## src/rtl/vid_fetch.sv

```systemverilog
// vid_fetch -- double-buffered display line fetcher for an MCB read port.
//
// Each frame it walks LINES consecutive 128-byte lines starting at the
// framebuffer base address. Every line is read with a single LINE_WORDS-beat
// MCB read command and lands in one of two line buffers. The display side
// reads the buffer that holds the oldest complete line. When it is done with
// that line, it hands the buffer back with line_done.
//
// Ports
//   clk, reset          memory-side clock, async active-high reset
//   calib_done          MCB calibrated; commands are held off while low
//   frame, base         start-of-frame pulse and framebuffer byte address
//   line_done           consumer has finished the displayed line
//   rd_adr, rd_data     32-bit display read port (registered, 1-cycle latency)
//   line_valid          display buffer holds a complete line
//   underrun            sticky: line_done seen with no valid line
//   cmd_*               MCB command port
//   rd_en, mcb_rd_data, rd_empty   MCB read FIFO
//
// FSM
//   IDLE | waiting for a free buffer, calibration and remaining lines
//   CMD  | presenting the read command until the command FIFO accepts it
//   XFER | popping LINE_WORDS words of the burst into the fill buffer

module vid_fetch #(
  parameter int LINES      = 768,
  parameter int LINE_WORDS = 8
) (
  input  logic         clk,
  input  logic         reset,
  input  logic         calib_done,
  input  logic         frame,
  input  logic [23:0]  base,
  input  logic         line_done,
  input  logic [4:0]   rd_adr,
  output logic [31:0]  rd_data,
  output logic         line_valid,
  output logic         underrun,
  output logic         cmd_en,
  output logic [2:0]   cmd_instr,
  output logic [5:0]   cmd_bl,
  output logic [29:0]  cmd_byte_addr,
  input  logic         cmd_full,
  output logic         rd_en,
  input  logic [127:0] mcb_rd_data,
  input  logic         rd_empty
);

  localparam int CNT_W = (LINE_WORDS > 1) ? $clog2(LINE_WORDS) : 1;
  localparam int LF_W  = $clog2(LINES + 1);
  localparam logic [CNT_W-1:0] LAST_WORD = CNT_W'(LINE_WORDS - 1);
  localparam logic [LF_W-1:0]  LINES_MAX = LF_W'(LINES);

  typedef enum logic [1:0] {
    IDLE = 2'd0,
    CMD  = 2'd1,
    XFER = 2'd2
  } state_t;

  state_t state, state_next;

  logic [1:0]       full, full_next;
  logic             fill_sel;
  logic             disp_sel;
  logic             discard;
  logic [16:0]      line_addr;
  logic [LF_W-1:0]  lines_fetched;
  logic [CNT_W-1:0] cnt;

  logic [127:0] line_buf [2][LINE_WORDS];
  logic [127:0] rd_word;

  logic last_pop;
  logic fill_done;
  logic disp_release;
  logic disp_underrun;

  // Sub-line byte offset of the base address is meaningless here.
  logic base_unused;
  assign base_unused = ^base[6:0];

  // Fixed command fields. The address tracks line_addr continuously. It is
  // only meaningful while cmd_en is high.
  assign cmd_bl        = 6'(LINE_WORDS - 1);
  assign cmd_byte_addr = {6'd0, line_addr, 7'd0};

  assign line_valid = full[disp_sel];

  // Frame restarts everything. Any completion or hand-back in that same cycle
  // belongs to the old frame and is dropped.
  assign last_pop      = rd_en && (cnt == LAST_WORD);
  assign fill_done     = last_pop && !discard && !frame;
  assign disp_release  = line_done && full[disp_sel] && !frame;
  assign disp_underrun = line_done && !full[disp_sel] && !frame;

  // ---------------------------------------------------------------- FSM
  always_ff @(posedge clk or posedge reset) begin
    if (reset) begin
      state <= IDLE;
    end else begin
      state <= state_next;
    end
  end

  always_comb begin
    state_next = state;
    case (state)
      IDLE: begin
        if (calib_done && !full[fill_sel] && (lines_fetched < LINES_MAX) && !frame)
          state_next = CMD;
      end
      CMD: begin
        if (frame)
          state_next = IDLE;
        else if (cmd_en)
          state_next = XFER;
      end
      XFER: begin
        if (last_pop)
          state_next = IDLE;
      end
      default: state_next = IDLE;
    endcase
  end

  always_comb begin
    cmd_en    = 1'b0;
    cmd_instr = 3'b000;
    rd_en     = 1'b0;
    case (state)
      CMD: begin
        if (!frame && calib_done && !cmd_full) begin
          cmd_en    = 1'b1;
          cmd_instr = 3'b001;
        end
      end
      XFER: begin
        rd_en = !rd_empty;
      end
      default: ;
    endcase
  end

  // ---------------------------------------------------------------- flags
  // The fill side only ever targets an empty buffer. The display side only
  // releases a full one. So a fill completion and a release in the same
  // cycle always touch different bits.
  always_comb begin
    full_next = full;
    if (frame) begin
      full_next = 2'b00;
    end else begin
      if (fill_done)
        full_next[fill_sel] = 1'b1;
      if (disp_release)
        full_next[disp_sel] = 1'b0;
    end
  end

  always_ff @(posedge clk or posedge reset) begin
    if (reset) begin
      full          <= 2'b00;
      fill_sel      <= 1'b0;
      disp_sel      <= 1'b0;
      line_addr     <= 17'd0;
      lines_fetched <= '0;
      underrun      <= 1'b0;
      discard       <= 1'b0;
      cnt           <= '0;
    end else begin
      full <= full_next;

      if (rd_en)
        cnt <= (cnt == LAST_WORD) ? '0 : cnt + CNT_W'(1);

      if (frame) begin
        line_addr     <= base[23:7];
        lines_fetched <= '0;
        fill_sel      <= 1'b0;
        disp_sel      <= 1'b0;
        underrun      <= 1'b0;
        // A burst in flight belongs to the old frame. Drain it, but do not
        // let it count. If it finishes in this very cycle, there is nothing
        // left to drain.
        discard       <= (state == XFER) && !last_pop;
      end else begin
        if (fill_done) begin
          fill_sel      <= ~fill_sel;
          line_addr     <= line_addr + 17'd1;
          lines_fetched <= lines_fetched + LF_W'(1);
        end
        if (disp_release)
          disp_sel <= ~disp_sel;
        if (disp_underrun)
          underrun <= 1'b1;
        if (last_pop)
          discard <= 1'b0;
      end
    end
  end

  // ---------------------------------------------------------------- buffers
  // Buffer storage is not reset. Discarded beats are not written, so that a
  // stale burst cannot scribble over the new frame's first fill buffer.
  always_ff @(posedge clk) begin
    if (rd_en && !discard)
      line_buf[fill_sel][cnt] <= mcb_rd_data;
  end

  assign rd_word = line_buf[disp_sel][rd_adr[4:2]];

  always_ff @(posedge clk or posedge reset) begin
    if (reset) begin
      rd_data <= 32'd0;
    end else begin
      rd_data <= rd_word[{rd_adr[1:0], 5'd0} +: 32];
    end
  end

endmodule

```

## config.mk

```make
export PLATFORM = sky130hd
export DESIGN_NAME = vid_fetch
export DESIGN_NICKNAME = d
export VERILOG_FILES = /design/src/rtl/vid_fetch.sv
export SDC_FILE = /design/constraint.sdc
export NUM_CORES = 2
export LEC_CHECK = 0
export BUFFER_PORTS_ARGS = -buffer_cell sky130_fd_sc_hd__buf_2
export CAP_MARGIN = 20
export CORE_MARGIN = 2
export CORE_UTILIZATION = 45
export CTS_CLUSTER_SIZE = 28
export DETAILED_ROUTE_END_ITERATION = 8
export PLACE_DENSITY = 0.65
export SYNTH_ARGS = -nofsm -noshare
export SYNTH_HDL_FRONTEND = slang
export SYNTH_SLANG_ARGS = --single-unit
export TNS_END_PERCENT = 5
```

## constraint.sdc

```tcl
create_clock -name clk -period 10.7 [get_ports clk]
set_input_delay 2.14 -clock clk [delete_from_list [all_inputs] [get_ports clk]]
set_output_delay 2.14 -clock clk [all_outputs]
set_load 0.01 [all_outputs]
```

Word level (Yosys, flattened, before mapping) --
Memory sizes are Yosys's and may differ from the RTL's. Index checks and enable logic that the tools add are counted.
Cells by class: add/subtract/negate cells 3, $mul 0, div/mod/pow operators 0, magnitude comparators 8, eq/ne operators 6, shift operators 1, mux-type cells 42, bitwise logic cells 7, reductions and logical operators 30
Operators by type and width (number):
- 2-to-1 mux 1024 bit | 1
- binary-select mux 128 bit (select 3 bit) | 1
- demux 128 bit (select 3 bit) | 1
- 2-to-1 mux 128 bit | 3
- indexed part select 128 x 8 -> 32 bit | 1
- 2-to-1 mux 17 bit | 2
- 2-to-1 mux 1 bit | 20
- 2-to-1 mux 10 bit | 2
- adder 17 x 1 -> 17 bit (second input constant) | 1
- logical AND 1 bit | 17
- 2-to-1 mux 2 bit | 8
- adder 10 x 1 -> 10 bit (second input constant) | 1
- less-than comparator 10 bit (second input constant) | 1
- >= comparator 4 bit (second input constant) | 2
- inverter 3 -> 4 bit | 2
- nonzero test 2 bit | 4
- zero test 1 bit | 7
- one-hot mux 2 bit (3 select lines) | 1
- less-than comparator 1 x 2 -> 1 bit (second input constant) | 2
- less-than comparator 4 x 1 -> 1 bit (second input constant) | 1
- inequality test 2 bit (second input constant) | 2
- adder 3 x 1 -> 3 bit (second input constant) | 1
- == test 3 bit (second input constant) | 1
- 2-to-1 mux 3 bit | 1
- 11 further kinds | 14
Storage, ports and cells: bits in registers 70, bits in latches 0, bits in writable memories 2048, ROM bits 0, bits of input ports 164, word-level logic and storage cells 108, memories 1
Memories:
- line_buf | depth 2, bits a word 1024, read ports 1, clocked after Yosys merged registers in 0, wr ports 1, RTL line 70 | logic [127:0] line_buf [2][LINE_WORDS];

Logic depth before layout (Yosys ltp) --
depth after elaboration 10, mapped depth 10, depth with buffers taken out 6

Least setup slack after synthesis --
No wires, ideal clock.
kind input -> register, start input rd_empty, end memory line_buf[0][1000] (netlist bit), enable pin, data arrival time 11.823 ns, required time 9.928 ns, path slack -1.894 ns, stages 3, path buffers 0, cells stage by stage nor4b_2 or3b_2 nor3_1
Between the ends: word-level cells in the longest chain between the ends 5
RTL lines:
- start: declaration | RTL line 46 | input logic rd_empty
- zero test 1 bit | RTL line 138 | rd_en = !rd_empty;
- 2-to-1 mux 1 bit | RTL line 130 | case (state)
- logical AND 1 bit | RTL line 206 | if (rd_en && !discard)
- 2-to-1 mux 1 bit | RTL line 206
- 2-to-1 mux 1024 bit (implied by the code) | RTL line 207 | line_buf[fill_sel][cnt] <= mcb_rd_data;
- end: declaration | RTL line 70
Every way passes these cells.

Worst setup path in the final report --
start input frame, end output cmd_en
Between the ends: word-level cells in the longest chain between the ends 5
RTL lines:
- start: declaration | RTL line 32 | input logic frame,
- zero test 1 bit | RTL line 132 | if (!frame && calib_done && !cmd_full) begin
- logical AND 1 bit (2 in series) | RTL line 132
- 2-to-1 mux 1 bit | RTL line 132
- 2-to-1 mux 1 bit | RTL line 130
- end: declaration | RTL line 39 | output logic cmd_en,
Every way passes these cells.

==> out/qor.csv <==
metric,value,unit
status,"complete, no violations",
fin_nets,4108,
cts.htree.levels,4,
core-area,0.178,sq mm
crit_buf_inv,2,
hpwl,101000,microns
clkSinkCount,2118,
final-hold-violation-count,0,
io_pins,239,
synth.cell_area,0.0808,sq mm
synth_top_area_share,76.1,%
hp-class,reg2reg,
synth.area.top_cells,"edfxtp_1, mux4_2, mux2i_1, dfrtp_1, o22ai_1",
multi_input_area,0.0165,sq mm
vias,38600,
cp-start-kind,input pin,
p_seq_share,55.1,%
crit_family,buffers and inverters,
clock.fmax,0.181,GHz
grt_start_max_net_pins,122,
ys.warnings.count,0,
critical-path-slowest-cell,nor4b_1,
power.share.switching,20.7,%
wire_per_inst,29.7,microns
cp_slowest_stage_delay,0.62,ns
worstPathRequired,8.56,ns
arrival,3.39,ns
worstPathCellList,buf_2 > nor4b_1 > buf_2,
synth-seq-cells,2118,
fillCellCount,14000,
drv_cap,0,
gp_congestion,0.761,
cts_resized,0,
power_frac_clock,40.9,%
endpoint_kind,output port,
mostFrequentLayoutCells,"edfxtp_1, mux4_2, buf_2",
synth-seq-area-share,78.3,%
overflow,0,
p_sw,0.00345,W
dp_slack,4.40,ns
period_needed,5.53,ns
cts_tree,done,
grt_pass1_wl,276000,microns
area_delta_synth_final,12.6,%
placement_rows,155,
die_x,428,microns
drt_iter0_drc,3930,
comb_power_share,4.0,%
synth_ff_type,edfxtp_1,
layout_setup_ws,5.17,ns
ant_nets,0,
slew_viol_final,0,
cts.path.max_buffers,3,
final_util,51.0,%
max_slew_margin,31.1,%
antenna_found_initial,63,
worstMarginPinSlew,1.02,ns
initial_core_util,45.3,%
drive_gt1_share,26.6,%
avgSynthCellArea,22.2,sq um
dieArea,0.183,sq mm
post_drt_via_cell_ratio,5.97,
clkTransAtPathRegs,0.06,ns
async_flop_share,3.31,%
setup_viol,0,
ys_types,56,
rsz0062_at_grt,no,
p_leak,28.5,nW
synth_edf_count,2048,
numCtsBuffers,199,
hold_buffers,0,
synthCells,3641,
wl,192000,microns
die_h,428,microns
io_buffers,210,
cts_root_buffer,clkbuf_16,
layout_commonest_cell,edfxtp_1,
synth_top_area_cell,edfxtp_1,
power.density,184,mW/mm^2
ff_latch_area,0.0633,sq mm
grt_pass1_vias,38600,
drtPass1Iterations,5,
internal_power,0.0133,W
path_common_cell,buf_2,
irDropWorstVdd,147,uV
drcViolationCount,0,
grtUsageTotal,21.0,%
fin_skew,0.0223,ns
insertion_delay,0.83,ns
crit_path_max_fanout,52,
period_share,51.6,%
path_class,in2out,
post_cts_buffers,0,
## layout make-up
class | count | share of cell area [%]
flip-flops and latches | 2118 | 69.6
multi-input cells | 1315 | 18.1
clock buffers | 256 | 5.94
well taps | 2355 | 3.24
repair buffers | 298 | 2.07
clock inverters | 110 | 0.994
inverters | 8 | 0.0358
diodes | 10 | 0.0275
## flip-flops by register name, indices dropped and copies added (netlist names)
signal,flops
underrun,1
disp_sel,1
cnt,3
fill_sel,1
discard,1
full,2
line_buf,2048
lines_fetched,10
line_addr,17
state,2
rd_data,32
## synth_stat cells (all sizes together) (3+ instances only)
master  count
clkbuf     55
nand3b      6
nor2       57
mux4      458
a221oi     21
nor4       24
xnor2      13
and4        3
a31oi       9
o221ai     10
nand2      75
or3b        5
buf       164
edfxtp   2048
nor3       30
o21ai      42
o211ai      4
nor2b      18
a21oi      33
mux2i     177
nand2b     15
xor2       12
and3        7
and2        6
inv         8
mux2       27
nand4       9
a311oi      4
o22a       22
ha          4
a211oi     24
o22ai     102
a22oi      46
or3         6
nand3      10
dfrtp      70
## stage by stage
| step | total power (W) | TNS (ns) | std cells | hold WS [ns] | instance area [sq um] |
|---|---|---|---|---|---|
| after detailed placement | 0.0101 | 0 | 6093 | 0.514 | 84600 |
| after global routing | 0.0172 | 0 | 6464 | 0.542 | 90900 |
| after floorplan | 0.00974 | -615.50 | 3660 | 0.464 | 80900 |
| after CTS | 0.0168 | 0 | 6459 | 0.521 | 90900 |
| final | 0.0167 | 0 | 6470 | 0.519 | 90900 |
| after global placement | 0.0100 | 0 | 6091 | 0.486 | 84600 |
## metal layers
layer  vias up  global-route usage [%]  part of all wire (%)
li1      16000                       -                     -
met1     20800                    29.1                    40
met2      1484                    34.9                    50
met3       320                    3.51                   7.0
met4        34                    5.50                   2.5
met5         -                       0                  0.11
## cell families (layout without fill, tap and decap cells)
family	Yosys count	after routing	share of synthesized area, %
AO/OA/AOI/OAI	329	329	2.76
XOR/XNOR	25	25	0.271
adder cells (fa/ha/maj)	4	4	0.0620
buffers and inverters	227	672	1.54
flip-flops	2118	2118	78.3
multiplexers	662	662	15.4
other	2	31	0.00930
AND/OR/NAND/NOR	274	274	1.70
## power by group through the flow
stage	combinational [W]	sequential, W	clock (W)
floorplan	0.000346	0.00939	0
global placement	0.000661	0.00939	0
detailed placement	0.000677	0.00939	0
CTS	0.000679	0.00922	0.00695
global route	0.000721	0.00922	0.00728
finish	0.000670	0.00921	0.00683
## final timing paths
| kind | from | to | slack [ns] | depth (start not counted) |
|---|---|---|---|---|
| max | frame | cmd_en | 5.17 | 3 |
| min | underrun$_DFFE_PP0P_ | underrun$_DFFE_PP0P_ | 0.52 | 1 |
| max reg2reg | disp_sel$_DFFE_PP0P_ | rd_data[7]$_DFF_PP0_ | 6.26 | 7 |
| min reg2reg | underrun$_DFFE_PP0P_ | underrun$_DFFE_PP0P_ | 0.52 | 1 |
| max in group asynchronous | reset | disp_sel$_DFFE_PP0P_ | 8.06 | 3 |
| min in group asynchronous | reset | rd_data[24]$_DFF_PP0_ | 1.40 | 2 |
Power figures use the tool's default switching activity.
